`config.mk`:
```
export PLATFORM = sky130hd
export DESIGN_NAME = fetch_unit_flat
export DESIGN_NICKNAME = d
export VERILOG_FILES = /design/src/rtl/riscv_pkg.sv /design/src/rtl/fetch_unit_if.sv /design/src/rtl/fetch_fifo.sv /design/src/rtl/fetch_unit.sv /design/src/flat_wrapper.sv
export SDC_FILE = /design/constraint.sdc
export NUM_CORES = 1
export LEC_CHECK = 0
export BUFFER_PORTS_ARGS = -buffer_cell sky130_fd_sc_hd__buf_2
export CAP_MARGIN = 40
export CORE_UTILIZATION = 55
export CTS_CLUSTER_DIAMETER = 150
export DETAILED_ROUTE_END_ITERATION = 10
export PLACE_DENSITY_LB_ADDON = 0.08
export SYNTH_ARGS = -nofsm -noshare
export SYNTH_HDL_FRONTEND = slang
export SYNTH_HIERARCHICAL = 1
export SYNTH_SLANG_ARGS = --single-unit
```
`constraint.sdc`:
```
create_clock -name clk -period 4.62 [get_ports clk]
set_clock_uncertainty 0.1 [all_clocks]
set_input_delay 0.462 -clock clk [delete_from_list [all_inputs] [get_ports clk]]
set_output_delay 0.462 -clock clk [all_outputs]
set_load 0.05 [all_outputs]
```
`src/rtl/riscv_pkg.sv`:
```
// Shared RISC-V core definitions:
// datapath widths, reset vector and fetch-stage types.
package riscv_pkg;

  localparam int XLEN          = 64;
  localparam int INSTR_W       = 32;
  localparam int FETCH_ENTRY_W = XLEN + INSTR_W;

  localparam logic [XLEN-1:0] DEFAULT_RESET_PC = '0;

  typedef enum logic [1:0] {
    REQ   = 2'd0,
    WAIT  = 2'd1,
    FLUSH = 2'd2
  } fetch_state_e;

  typedef struct packed {
    logic [INSTR_W-1:0] instr;
    logic [XLEN-1:0]    pc;
  } fetch_entry_t;

  function automatic logic [XLEN-1:0] align4(
    input logic [XLEN-1:0] a
  );
    return {a[XLEN-1:2], 2'b00};
  endfunction

endpackage

```
`src/rtl/fetch_unit_if.sv`:
```
// Fetch-stage bus: memory request/response,
// redirect input and decoder handshake.
interface fetch_unit_if;
  import riscv_pkg::*;

  logic               mem_req_valid;
  logic               mem_req_ready;
  logic [XLEN-1:0]    mem_req_addr;
  logic               mem_resp_valid;
  logic [INSTR_W-1:0] mem_resp_data;
  logic               redirect_valid;
  logic [XLEN-1:0]    redirect_pc;
  logic               instr_valid;
  logic               instr_ready;
  logic [INSTR_W-1:0] instr;
  logic [XLEN-1:0]    instr_pc;

  modport master (
    output mem_req_valid,
    output mem_req_addr,
    output instr_valid,
    output instr,
    output instr_pc,
    input  mem_req_ready,
    input  mem_resp_valid,
    input  mem_resp_data,
    input  redirect_valid,
    input  redirect_pc,
    input  instr_ready
  );

  modport slave (
    input  mem_req_valid,
    input  mem_req_addr,
    input  instr_valid,
    input  instr,
    input  instr_pc,
    output mem_req_ready,
    output mem_resp_valid,
    output mem_resp_data,
    output redirect_valid,
    output redirect_pc,
    output instr_ready
  );

endinterface

```
`src/rtl/fetch_fifo.sv`:
```
// Instruction buffer for the fetch stage:
// sync FIFO with flush and occupancy count.
module fetch_fifo #(
  parameter int DEPTH = 4,
  parameter int WIDTH = 96
) (
  input  logic                   clk,
  input  logic                   rst_n,
  input  logic                   flush_i,
  input  logic                   push_i,
  input  logic [WIDTH-1:0]       wdata_i,
  input  logic                   pop_i,
  output logic [WIDTH-1:0]       rdata_o,
  output logic [$clog2(DEPTH):0] count_o
);

  localparam int AW = $clog2(DEPTH);
  localparam int CW = AW + 1;
  localparam logic [CW-1:0] FULL_C = CW'(DEPTH);

  logic [WIDTH-1:0] mem_q [DEPTH];
  logic [AW-1:0]    wr_q;
  logic [AW-1:0]    rd_q;
  logic [CW-1:0]    cnt_q;
  logic             do_push;
  logic             do_pop;

  assign do_pop  = pop_i && (cnt_q != '0);
  assign do_push = push_i
                && ((cnt_q != FULL_C) || do_pop);

  always_ff @(posedge clk or negedge rst_n) begin
    if (!rst_n) begin
      wr_q  <= '0;
      rd_q  <= '0;
      cnt_q <= '0;
    end else if (flush_i) begin
      wr_q  <= '0;
      rd_q  <= '0;
      cnt_q <= '0;
    end else begin
      if (do_push) wr_q <= wr_q + AW'(1);
      if (do_pop)  rd_q <= rd_q + AW'(1);
      cnt_q <= cnt_q + CW'(do_push)
                     - CW'(do_pop);
    end
  end

  always_ff @(posedge clk or negedge rst_n) begin
    if (!rst_n) begin
      for (int i = 0; i < DEPTH; i++) begin
        mem_q[i] <= '0;
      end
    end else if (do_push && !flush_i) begin
      mem_q[wr_q] <= wdata_i;
    end
  end

  assign rdata_o = mem_q[rd_q];
  assign count_o = cnt_q;

endmodule

```
`src/rtl/fetch_unit.sv`:
```
// Instruction fetch stage: one outstanding
// memory request, credit-gated buffer, redirects.
module fetch_unit
  import riscv_pkg::*;
#(
  parameter logic [XLEN-1:0] RESET_PC   = DEFAULT_RESET_PC,
  parameter int              FIFO_DEPTH = 4
) (
  input  logic         clk,
  input  logic         rst_n,
  fetch_unit_if.master bus
);

  localparam int CW = $clog2(FIFO_DEPTH) + 1;
  localparam logic [CW:0] DEPTH_C = (CW+1)'(FIFO_DEPTH);

  fetch_state_e state_q;
  fetch_state_e state_d;
  logic [XLEN-1:0] pc_q;
  logic [XLEN-1:0] pc_d;
  logic [XLEN-1:0] ra_q;
  logic [XLEN-1:0] ra_d;
  logic            out_q;
  logic            out_d;

  logic [CW-1:0] occ;
  logic [CW:0]   credit;
  logic          redir;
  logic          accept;
  logic          push;
  logic          pop;

  fetch_entry_t             wentry;
  fetch_entry_t             hentry;
  logic [FETCH_ENTRY_W-1:0] hraw;

  assign redir  = bus.redirect_valid;
  assign credit = {1'b0, occ}
                + {{CW{1'b0}}, out_q};

  // rst_n gates the request so it drops the
  // moment reset asserts, not at the next edge
  assign bus.mem_req_valid = rst_n
                          && (state_q == REQ)
                          && !redir
                          && (credit < DEPTH_C);
  assign bus.mem_req_addr  = pc_q;

  assign accept = bus.mem_req_valid
               && bus.mem_req_ready;
  assign push   = (state_q == WAIT)
               && bus.mem_resp_valid
               && !redir;
  assign pop    = bus.instr_valid
               && bus.instr_ready
               && !redir;

  assign wentry = '{instr: bus.mem_resp_data,
                    pc:    ra_q};

  always_comb begin
    state_d = state_q;
    pc_d    = pc_q;
    ra_d    = ra_q;
    out_d   = out_q;
    if (out_q && bus.mem_resp_valid) begin
      out_d = 1'b0;
    end
    if (accept) begin
      out_d = 1'b1;
      ra_d  = pc_q;
      pc_d  = pc_q + XLEN'(4);
    end
    unique case (state_q)
      REQ: begin
        if (accept) state_d = WAIT;
      end
      WAIT: begin
        if (bus.mem_resp_valid) state_d = REQ;
      end
      // leave once nothing is left in flight
      FLUSH: begin
        if (bus.mem_resp_valid || !out_q) begin
          state_d = REQ;
        end
      end
      default: state_d = REQ;
    endcase
    if (redir) begin
      pc_d    = align4(bus.redirect_pc);
      state_d = (state_q == WAIT) ? FLUSH
                                  : state_q;
    end
  end

  always_ff @(posedge clk or negedge rst_n) begin
    if (!rst_n) begin
      state_q <= REQ;
      pc_q    <= RESET_PC;
      ra_q    <= '0;
      out_q   <= 1'b0;
    end else begin
      state_q <= state_d;
      pc_q    <= pc_d;
      ra_q    <= ra_d;
      out_q   <= out_d;
    end
  end

  fetch_fifo #(
    .DEPTH (FIFO_DEPTH),
    .WIDTH (FETCH_ENTRY_W)
  ) u_fifo (
    .clk     (clk),
    .rst_n   (rst_n),
    .flush_i (redir),
    .push_i  (push),
    .wdata_i (wentry),
    .pop_i   (pop),
    .rdata_o (hraw),
    .count_o (occ)
  );

  assign hentry          = fetch_entry_t'(hraw);
  assign bus.instr_valid = (occ != '0);
  assign bus.instr       = bus.instr_valid
                         ? hentry.instr : '0;
  assign bus.instr_pc    = bus.instr_valid
                         ? hentry.pc : '0;

endmodule

```
`src/flat_wrapper.sv`:
```
// flat-port wrapper written by rule: the top's interface ports become plain ports
module fetch_unit_flat import riscv_pkg::*;
#(
  parameter logic [XLEN-1:0] RESET_PC   = DEFAULT_RESET_PC,
  parameter int              FIFO_DEPTH = 4
)
  (clk, rst_n, bus_mem_req_valid, bus_mem_req_addr, bus_instr_valid, bus_instr, bus_instr_pc, bus_mem_req_ready, bus_mem_resp_valid, bus_mem_resp_data, bus_redirect_valid, bus_redirect_pc, bus_instr_ready);
  fetch_unit_if bus_i ();
  input  logic clk;
  input  logic rst_n;
  output wire logic [$bits(bus_i.mem_req_valid)-1:0] bus_mem_req_valid;
  output wire logic [$bits(bus_i.mem_req_addr)-1:0] bus_mem_req_addr;
  output wire logic [$bits(bus_i.instr_valid)-1:0] bus_instr_valid;
  output wire logic [$bits(bus_i.instr)-1:0] bus_instr;
  output wire logic [$bits(bus_i.instr_pc)-1:0] bus_instr_pc;
  input wire logic [$bits(bus_i.mem_req_ready)-1:0] bus_mem_req_ready;
  input wire logic [$bits(bus_i.mem_resp_valid)-1:0] bus_mem_resp_valid;
  input wire logic [$bits(bus_i.mem_resp_data)-1:0] bus_mem_resp_data;
  input wire logic [$bits(bus_i.redirect_valid)-1:0] bus_redirect_valid;
  input wire logic [$bits(bus_i.redirect_pc)-1:0] bus_redirect_pc;
  input wire logic [$bits(bus_i.instr_ready)-1:0] bus_instr_ready;
  assign bus_mem_req_valid = bus_i.mem_req_valid;
  assign bus_mem_req_addr = bus_i.mem_req_addr;
  assign bus_instr_valid = bus_i.instr_valid;
  assign bus_instr = bus_i.instr;
  assign bus_instr_pc = bus_i.instr_pc;
  assign bus_i.mem_req_ready = bus_mem_req_ready;
  assign bus_i.mem_resp_valid = bus_mem_resp_valid;
  assign bus_i.mem_resp_data = bus_mem_resp_data;
  assign bus_i.redirect_valid = bus_redirect_valid;
  assign bus_i.redirect_pc = bus_redirect_pc;
  assign bus_i.instr_ready = bus_instr_ready;
  fetch_unit #(.RESET_PC(RESET_PC), .FIFO_DEPTH(FIFO_DEPTH)) u_core (.clk(clk), .rst_n(rst_n), .bus(bus_i));
endmodule
```
==> metrics <==
highest ir drop seen on vdd=0.262 mV; fin. max-slew vios=0; first-pass GRT wire length=99400 um; leading register cell type out of synthesis=dfrtp_1; input/output buffers=259; layout cells sized above 1=41.3%; GP Congestion=0.851; Via-to-Cell Ratio=5.96; post-place setup slack=0.957 ns; final setup fails=0; status=finished clean; vias=16.4k; Hold Path End=u_core/bus.mem_req_addr[51]$_DFFE_PN0P_; All-Layer GR Usage=27.5%; fin nets=2225; static leakage=14.0 nW; Area growth syn-to-layout=16.3%; Overflow after GRT=0; fillcell total=3344; initial DRC count=1166; Reg clk slew, reported paths=0.06 ns; maximum capacitance violations=0; Clk Latency, worst-skew pair=0.60 ns; Final min period=3.65 ns; Worst EP required=5.04 ns; worst slew pin tran=1.07 ns; Core ar.=0.0443 mm2; area fraction of the dominant cell type after synthesis=52.2%; worst-case clock buffer depth=3; Post-synth ARST share=100%; CP endpoint kind=register; RSZ-0062 raised after global routing=false; WL/cell=22.5 um; warnings from Yosys=6; placement row count=77; non-filler cells, final=2752; register bit count reported by yosys=518; largest net degree at the start of global routing=176; Hold Path Class=input port to register; Crit Path Category=register to register; routed wire length=62000 um; reg2reg setup slack=0.97 ns; Root Buffer=clkbuf_16; total die area=0.0460 mm2; area of the multi-input gates=0.0112 mm2; Max Clock Freq=274 MHz; setup ws final=0.973 ns; largest area contributor in the netlist=dfrtp_1; placed cell count=2611; Routed Antenna Nets=0; Initial Util=56.0%; Die X=214 um; CTS tree=done; slew margin rel.=28.4%; die height=214 um; synth top area cells=dfrtp_1 52%, mux2_2 12%, mux4_2 8.7%; sequential area share after synthesis=52.2%; largest fanout on the critical path=13; Reg area=0.0130 mm2; mapped cell area=0.0248 mm2; H-tree depth=2; worst r2r path cells=12; # resized after CTS=0; startpoint types=register; vias in the first global route=16.9k; Num Clock Sinks=518; syn_area_per_cell=13.4 um2; top cells by count, synth=518 x dfrtp_1, 267 x mux2_2, 226 x nand2_1; Post-synth EDFFs=0; HP Start=bus_redirect_pc[51]; Pwr Density=374 mW/mm2; total negative slack=0 ns; Num CTS Buffers=56; hold path cells=3; I/O Pins=264; Cells after Synth=1849; Unique masters post-synth=67; Final Hold Viols=0; initial antenna violation count=3; RR Startpoint=u_core/u_fifo/count_o[1]$_DFF_PN0_; r2r endpoint=u_core/u_fifo/count_o[2]$_DFF_PN0_; crit path DAT=4.06 ns; dominant cell by count in the synthesized netlist=dfrtp_1; Post-CTS Setup Bufs=0; DRC Markers=0; post-detail-place hpwl=38600 um; TritonRoute pass-1 iters=5; final worst-path cycle share=78.9%
==> worst max path at each step <==
stage	startpoint	to	slack, ns
floorplan	u_core/u_fifo/count_o[1]$_DFF_PN0_	u_core/u_fifo/count_o[2]$_DFF_PN0_	1.27
global placement	u_core/u_fifo/count_o[1]$_DFF_PN0_	u_core/u_fifo/count_o[2]$_DFF_PN0_	0.96
detailed placement	u_core/u_fifo/count_o[1]$_DFF_PN0_	u_core/u_fifo/count_o[2]$_DFF_PN0_	0.96
CTS	u_core/u_fifo/count_o[1]$_DFF_PN0_	u_core/u_fifo/count_o[2]$_DFF_PN0_	0.95
global route	u_core/u_fifo/count_o[1]$_DFF_PN0_	u_core/u_fifo/count_o[2]$_DFF_PN0_	0.74
finish	u_core/u_fifo/count_o[1]$_DFF_PN0_	u_core/u_fifo/count_o[2]$_DFF_PN0_	0.97
==> placed cells by master (no fill, tap or decap), types with 10 or more instances in the layout <==
cell type        n
clkbuf_1        10
a31oi_1         11
o211ai_1        16
and2_1         110
or4_1           13
dlygate4sd3_1   38
buf_2          257
nor2_1          28
nand3_1         56
and3_1          23
dfrtp_1        516
clkinv_2        13
mux2_2         267
clkbuf_16       57
conb_1          10
buf_4           22
clkbuf_8        15
o21ai_0         28
mux2_4         120
o311ai_0        10
nand2_1        226
inv_1           12
mux4_2          96
nand4_1         35
==> cell families (layout without fill, tap and decap cells) <==
family                   count (synthesis)  after routing  share of synthesized area [%]
other                                    1             12                         0.0151
adder cells (fa/ha/maj)                  8              8                          0.434
flip-flops                             518            518                           52.2
multiplexers                           492            492                           28.5
buffers and inverters                  142            442                           3.05
AND/OR/NAND/NOR                        553            553                           11.9
AO/OA/AOI/OAI                          122            122                           3.49
XOR/XNOR                                13             13                          0.459
==> per-layer routing <==
layer,wire length [um],up-vias,GRT usage [%],share of wire (%)
li1,-,7238,-,-
met1,28700,8514,41.5,46
met2,28200,550,41.6,46
met3,3810,88,4.31,6.1
met4,1260,2,7.43,2.0
met5,11,-,0,0.018
==> final cells by class <==
cell class | instances | share of cell area, %
diodes | 2 | 0.0173
clock buffers | 82 | 5.79
clock inverters | 19 | 0.542
inverters | 12 | 0.156
multi-input cells | 1198 | 38.8
flip-flops and latches | 518 | 44.9
well taps | 592 | 2.57
repair buffers | 329 | 7.21
==> power breakdown <==
part / internal [mW] / switching, mW / total (mW)
registers: 4.86 / 0.376 / 5.23
clock network: 2.60 / 1.81 / 4.41
logic: 0.509 / 0.655 / 1.16
==> critical path, stage by stage (launching register included) <==
cell      delay [ns]
dfrtp_1         0.48
or3_4           0.50
and3_1          0.27
nor4b_4         0.68
nand2b_1        0.25
ha_1            0.25
inv_1           0.06
ha_1            0.13
inv_1           0.04
fa_1            0.36
xor2_1          0.16
and2_1          0.17
nor3_1          0.12
==> per-stage QoR <==
step | hold slack [ns] | util, % | total power [mW] | instance area [um2]
2_1_floorplan | 0.0664 | - | 5.98 | 24800
3_3_place_gp | 0.231 | 60.0 | 6.38 | 26600
3_5_place_dp | 0.234 | 60.1 | 6.45 | 26700
4_1_cts | 0.000384 | 65.1 | 10.9 | 28900
5_1_grt | 0.0302 | 65.1 | 11.2 | 28900
6_report | 0.0298 | 65.1 | 10.8 | 28900
==> registers in the layout (all words and copies together), names as in the netlist <==
signal                   cells
u_core/u_fifo/mem_q        384
u_core/bus.mem_req_addr     62
u_core/ra_q                 62
u_core/u_fifo/count_o        3
u_core/state_q               2
u_core/u_fifo/rd_q           2
u_core/u_fifo/wr_q           2
u_core/out_q                 1
==> what timing repair did <==
action | in CTS | in global routing
endpoints found under the setup margin | 0 | 0
hold buffers | 38 | 0
endpoints found under the hold margin | 63 | 0
(Power assumes the default switching activity.)
